## config.mk

```make
export PLATFORM = sky130hd
export DESIGN_NAME = serial_subtractor
export DESIGN_NICKNAME = d
export VERILOG_FILES = /design/src/rtl/serial_subtractor.sv
export SDC_FILE = /design/constraint.sdc
export NUM_CORES = 1
export LEC_CHECK = 0
export CAP_MARGIN = 20
export CORE_MARGIN = 1.5
export CORE_UTILIZATION = 54
export DETAILED_ROUTE_END_ITERATION = 6
export GPL_TIMING_DRIVEN = 0
export PLACE_DENSITY = 0.94
export SYNTH_ARGS = -nofsm -noshare
export SYNTH_HDL_FRONTEND = slang
export SYNTH_SLANG_ARGS = --single-unit
```

## constraint.sdc

```tcl
create_clock -name clk -period 3.2 [get_ports clk]
set_input_delay 0.48 -clock clk [delete_from_list [all_inputs] [get_ports clk]]
set_output_delay 0.48 -clock clk [all_outputs]
set_load 0.005 [all_outputs]
```

## src/rtl/serial_subtractor.sv

```systemverilog
// ---------------------------------------------------------------------------
// serial_subtractor
//   Bit-serial N-bit subtractor: D = A - B - Bin, one bit per clock, LSB first.
//   A start/busy/done handshake frames each operation. The difference and the
//   borrow-out are registered and held until the next operation completes.
//
//   Timing: start accepted at edge E0 -> busy for N cycles -> done pulses in
//   the cycle after edge E0+N, with d/bout already updated in that cycle.
//   A start during the done cycle is accepted, so back-to-back operations
//   run at one result per N+1 cycles.
//
//   Optional feature macro: SUB_OVF_EN
//     defined   -> adds output ovf (two's-complement overflow of the result)
//     undefined -> no ovf port and no MSB capture logic
// ---------------------------------------------------------------------------
module serial_subtractor #(
  parameter int N = 8
) (
  input  logic         clk,
  input  logic         rst,
  input  logic         start,
  input  logic [N-1:0] a,
  input  logic [N-1:0] b,
  input  logic         bin,
  output logic         busy,
  output logic         done,
  output logic [N-1:0] d,
  output logic         bout
`ifdef SUB_OVF_EN
  ,
  output logic         ovf
`endif
);

  // A counter of at least one bit keeps N=1 legal.
  localparam int CW = (N > 1) ? $clog2(N) : 1;

  typedef enum logic [1:0] {
    S_IDLE  = 2'd0,
    S_SHIFT = 2'd1,
    S_DONE  = 2'd2
  } state_t;

  state_t         r_state;
  state_t         w_state_next;

  logic [N-1:0]   r_a_sr;      // minuend, consumed LSB first
  logic [N-1:0]   r_b_sr;      // subtrahend, consumed LSB first
  logic [N-1:0]   r_res;       // difference bits, filled from the MSB end
  logic           r_borrow;    // running borrow between bit positions
  logic [CW-1:0]  r_cnt;       // index of the bit being processed
  logic [N-1:0]   r_d;
  logic           r_bout;

  logic           w_x;
  logic           w_y;
  logic           w_diff;
  logic           w_borrow_next;
  logic [N-1:0]   w_res_next;
  logic           w_last;
  logic           w_accept;

  // ---- single-bit full subtractor on the current LSBs -----------------------
  assign w_x           = r_a_sr[0];
  assign w_y           = r_b_sr[0];
  assign w_diff        = w_x ^ w_y ^ r_borrow;
  assign w_borrow_next = (~w_x & w_y) | (~(w_x ^ w_y) & r_borrow);

  // The new bit enters at the MSB; after N shifts bit 0 sits at position 0.
  generate
    if (N == 1) begin : g_res_one
      assign w_res_next = w_diff;
    end else begin : g_res_wide
      assign w_res_next = {w_diff, r_res[N-1:1]};
    end
  endgenerate

  assign w_last   = (r_cnt == CW'(N - 1));
  // A start is taken whenever no bit-serial pass is in flight, which
  // includes the done cycle (back-to-back operation).
  assign w_accept = start && (r_state != S_SHIFT);

  assign busy = (r_state == S_SHIFT);
  assign done = (r_state == S_DONE);
  assign d    = r_d;
  assign bout = r_bout;

  // Next-state decode for the IDLE -> SHIFT -> DONE sequence.
  always_comb begin
    // NOTE: assigning a default before the case guarantees every path drives
    // the signal, so no latch is inferred.
    w_state_next = r_state;
    unique case (r_state)
      S_IDLE:  if (start)  w_state_next = S_SHIFT;
      S_SHIFT: if (w_last) w_state_next = S_DONE;
      S_DONE:  w_state_next = start ? S_SHIFT : S_IDLE;
      default: w_state_next = S_IDLE;
    endcase
  end

  // State register; reset wins over any simultaneous start.
  always_ff @(posedge clk) begin
    // NOTE: sequential state uses non-blocking assignments so every flop
    // samples pre-edge values regardless of statement order.
    if (rst) r_state <= S_IDLE;
    else     r_state <= w_state_next;
  end

  // Operand capture on accept, then one shift per SHIFT cycle.
  always_ff @(posedge clk) begin
    if (rst) begin
      r_a_sr   <= '0;
      r_b_sr   <= '0;
      r_res    <= '0;
      r_borrow <= 1'b0;
      r_cnt    <= '0;
    end else if (w_accept) begin
      r_a_sr   <= a;
      r_b_sr   <= b;
      r_res    <= '0;
      r_borrow <= bin;
      r_cnt    <= '0;
    end else if (r_state == S_SHIFT) begin
      r_a_sr   <= r_a_sr >> 1;
      r_b_sr   <= r_b_sr >> 1;
      r_res    <= w_res_next;
      r_borrow <= w_borrow_next;
      r_cnt    <= r_cnt + 1'b1;
    end
  end

  // Publish the result on the final bit so it is visible during done.
  always_ff @(posedge clk) begin
    if (rst) begin
      r_d    <= '0;
      r_bout <= 1'b0;
    end else if ((r_state == S_SHIFT) && w_last) begin
      r_d    <= w_res_next;
      r_bout <= w_borrow_next;
    end
  end

`ifdef SUB_OVF_EN
  logic r_a_msb;
  logic r_b_msb;
  logic r_ovf;

  assign ovf = r_ovf;

  // Operand sign bits are kept because the shift registers lose them.
  always_ff @(posedge clk) begin
    if (rst) begin
      r_a_msb <= 1'b0;
      r_b_msb <= 1'b0;
    end else if (w_accept) begin
      r_a_msb <= a[N-1];
      r_b_msb <= b[N-1];
    end
  end

  // Overflow: operand signs differ and the result sign differs from A's.
  // The last computed bit is the result MSB.
  always_ff @(posedge clk) begin
    if (rst) begin
      r_ovf <= 1'b0;
    end else if ((r_state == S_SHIFT) && w_last) begin
      r_ovf <= (r_a_msb ^ r_b_msb) & (r_a_msb ^ w_diff);
    end
  end
`endif

endmodule
```

==> summary by stage <==
Outcome
The run finished with clean final reports.

Worst setup path
The path type of the worst setup path is flip-flop to output port. The endpoint class of the critical path is an output port. In this run the worst path has a maximum fanout of 10. The worst register-to-register path begins at r_cnt[0].

The path depth of the worst reg2reg path is 5. The sort of element at the start of the critical path is a flip-flop. In this run the worst setup path begins at r_state[1]. The worst endpoint data arrival time is 1.72 ns.

In this run the worst setup path terminates at busy. The worst path required time is 2.72 ns. The worst register-to-register path has a setup slack of 1.80 ns. The worst register-to-register path ends at bout.

Yosys
The synthesized design contains 0 enable-type register cells. The average cell area after synthesis is ~9.4 sq um. The net count of the mapped netlist is 192. The post-synthesis async set-or-reset flop share is 0.

The cell taking the most area after synthesis is sky130_fd_sc_hd__dfxtp_1. The number of warnings issued by yosys is 0. The unique cell type count in the Yosys netlist is 25. The sequential fraction of the synthesis area is 0.4769.

By area the synthesized netlist is led by sky130_fd_sc_hd__dfxtp_1 (48%), sky130_fd_sc_hd__mux2i_1 (10%), sky130_fd_sc_hd__nand2_1 (8.2%). The area share of the largest cell type after synthesis is 0.4769. The number of instances in the synthesized netlist is 169. sky130_fd_sc_hd__dfxtp_1 is the most common cell in the netlist. Summing every instance area after synthesis gives 0.001595 sq mm.

For this run, the leading register cell type out of synthesis is sky130_fd_sc_hd__dfxtp_1. The commonest cells after synthesis are sky130_fd_sc_hd__dfxtp_1 (38), sky130_fd_sc_hd__nand2_1 (35), sky130_fd_sc_hd__nor2_1 (18), sky130_fd_sc_hd__a21oi_1 (17), sky130_fd_sc_hd__mux2i_1 (16). The flop and latch count out of synthesis is 38.

Clocking
The number of buffers inserted during clock tree synthesis is 5. The number of sinks driven by the clock tree is 38. In this run the deepest clock path goes through 2 buffers. The CTS tree is yes. The count of buffers added by post-CTS timing repair for setup is 0. The H-tree level count is 2.

The master cell of the clock root buffer is sky130_fd_sc_hd__clkbuf_4. The quantity of gates resized following cts is 0. The source-to-sink clock delay at the later pin of the worst-skew pair is 0.34 ns. Hold repair after CTS inserted 0 buffers. The clock-pin slew reported for the worst setup and hold paths after clock tree synthesis is 0.11 ns.

Global route
The total routing resource utilization after global routing is 0.2235. The first-pass GRT wire length is 5499 um. The total congestion overflow after global routing is 0.

The number of antenna violations at the first check in global routing is 0. The via count of the first global-routing pass is 1267. The largest net degree at the start of global routing is 12.

Timing
The number of failing setup endpoints in the final timing report is 0. The post-route fraction of the period consumed by the critical path is 0.6870. The number of hold violations in the final report was 0. In the post-route analysis, the smallest setup slack over all paths is 1.002 ns. The number of max-slew violations in the final report was 0. Setup repair after global routing left no endpoint under its margin. In this run the tightest slew margin relative to its limit is 0.7331. The minimum clock period after layout is 2.198 ns. After routing, the total negative slack on setup checks comes to 0 ns. The slew at the pin with the worst max-slew slack is 0.4004 ns. For this run, the top clock speed supported by timing is 454.9 MHz.

The clock arrives with between 0.006 and 0.007 ns of skew.

Finish
The number of standard cells in the final layout excluding fillers is ~240. The number of filler cells placed in the layout is 200. The number of nets at the end of the flow is 228. The repair_antennas step left the layout with diodes totalling 0. Relative to the synthesized area, the layout overhead comes to 24.39%. In the final layout, the share of cells above drive strength 1 is 0.1505. Once layout is complete, the utilization of the core stands at 0.7135.

Floorplanning
The die area is 0.003289 sq mm. The die is between 50 and 60 um wide. The initial utilization of the core area, before any placement, comes to 0.5735.

In this run the core area contains 19 standard-cell rows. The area of the core is 0.002781 sq mm. The die span in y is between 50 and 60 um.

The number of I/O pins is 31.

Detailed routing
After detailed routing, the average wire length per cell comes to roughly 13 um. Detailed routing inserted a total of 1277 vias. The number of violations reported at the end of detailed-routing iteration 0 is 31. The total wire length is 3165 um. Before antenna repair, the detailed router went through 4 iterations. For this run, design rule violations remaining after detail routing come to 0. The residual antenna-violating net count after detailed routing is 0.

Using the TritonRoute via totals, the vias-per-cell ratio works out to 5.388.

Run
Max-cap violations in this run came to 0.

Pwr
For this design the static power due to leakage is 0.7714 nW. The overall power is 0.0009004 W. In this run the power density over the cells is 453.7 mW/mm^2.

The maximum vdd drop is 0.0004239 V.

Placement
In this run, placement finished with an instance count of 229. The pre-CTS worst setup slack is 1.383 ns. The final HPWL from detailed placement is 2393 um. The placer's final routability congestion estimate is just under 0.8. The count of input and output buffers is 29.

Worst hold path
In this run the worst hold path is classified as flip-flop to flip-flop. The cell depth of the worst hold path is 2.
-- flip-flops by register name, summed over array words and instances, names as in the netlist --
name	flops
d	8
r_a_sr	8
r_b_sr	8
r_res	7
r_cnt	3
r_state	2
bout	1
r_borrow	1
-- through the flow --
step / cell area (sq um) / hold slack, ns
6_report: 1984 / 0.4586
5_1_grt: 1984 / 0.4862
3_3_place_gp: 1924 / 0.4415
3_5_place_dp: 1924 / 0.4467
4_1_cts: 1984 / 0.4620
2_1_floorplan: 1595 / 0.4321
-- placed cells by master (no fill, tap or decap), types with 5 or more instances in the layout --
cell	synthesis	routed
sky130_fd_sc_hd__dfxtp_1	38	38
sky130_fd_sc_hd__a211oi_1	5	5
sky130_fd_sc_hd__clkdlybuf4s50_1	0	29
sky130_fd_sc_hd__nand2_1	35	35
sky130_fd_sc_hd__a21oi_1	17	17
sky130_fd_sc_hd__nor2_1	18	18
sky130_fd_sc_hd__clkbuf_4	0	5
sky130_fd_sc_hd__buf_2	6	6
sky130_fd_sc_hd__mux2i_1	16	16
sky130_fd_sc_hd__a211oi_2	10	10
-- worst min-delay path by stage --
stage	slack [ns]	start	endpoint
finish	0.46	d[4]	d[4]
global route	0.49	d[7]	d[7]
CTS	0.46	d[6]	d[6]
detailed placement	0.45	d[6]	d[6]
global placement	0.44	d[5]	d[5]
floorplan	0.43	r_res[1]	d[0]
-- final cells by class --
cell class,count,area [sq um],area share
Inverter,4,15.01,0.007566
Clock buffer,7,55.05,0.02774
Sequential cell,38,760.7,0.3834
Multi-Input combinational cell,115,740.7,0.3733
Clock inverter,1,5.005,0.002522
Timing Repair Buffer,29,290.3,0.1463
Tap cell,31,38.79,0.01955
Buffer,12,78.83,0.03972
-- layer usage --
metal / wire (um) / track usage / up-vias
li1: - / - / 644
met1: 1263 / 0.2288 / 592
met2: 1682 / 0.4075 / 37
met3: 184 / 0.08163 / 4
met4: 36 / 0.08970 / 0
met5: 0 / 0 / -
-- critical path, cell delays in order, from the launching register on --
cell                              delay, ns
sky130_fd_sc_hd__dfxtp_1               0.34
sky130_fd_sc_hd__nand2b_2              0.22
sky130_fd_sc_hd__inv_2                 0.12
sky130_fd_sc_hd__buf_4                 0.18
sky130_fd_sc_hd__clkdlybuf4s50_1       0.51
-- kinds of logic (layout without fill, tap and decap cells) --
kind of cell,count (synthesis),in the layout,synth area share
fa+ha+maj,3,3,0.02823
compound gates,36,36,0.1796
xor+xnor,1,1,0.005491
simple gates,59,59,0.1506
mux,16,16,0.1004
flops,38,38,0.4769
buf+inv,16,53,0.05882
-- power breakdown --
| part | total (W) | internal (W) | switching [W] |
|---|---|---|---|
| logic | 0.000134 | 0.0000670 | 0.0000665 |
| registers | 0.000509 | 0.000496 | 0.0000138 |
| clock network | 0.000257 | 0.000107 | 0.000151 |
| total | 0.000900 | 0.000669 | 0.000231 |
(Power assumes the default switching activity.)
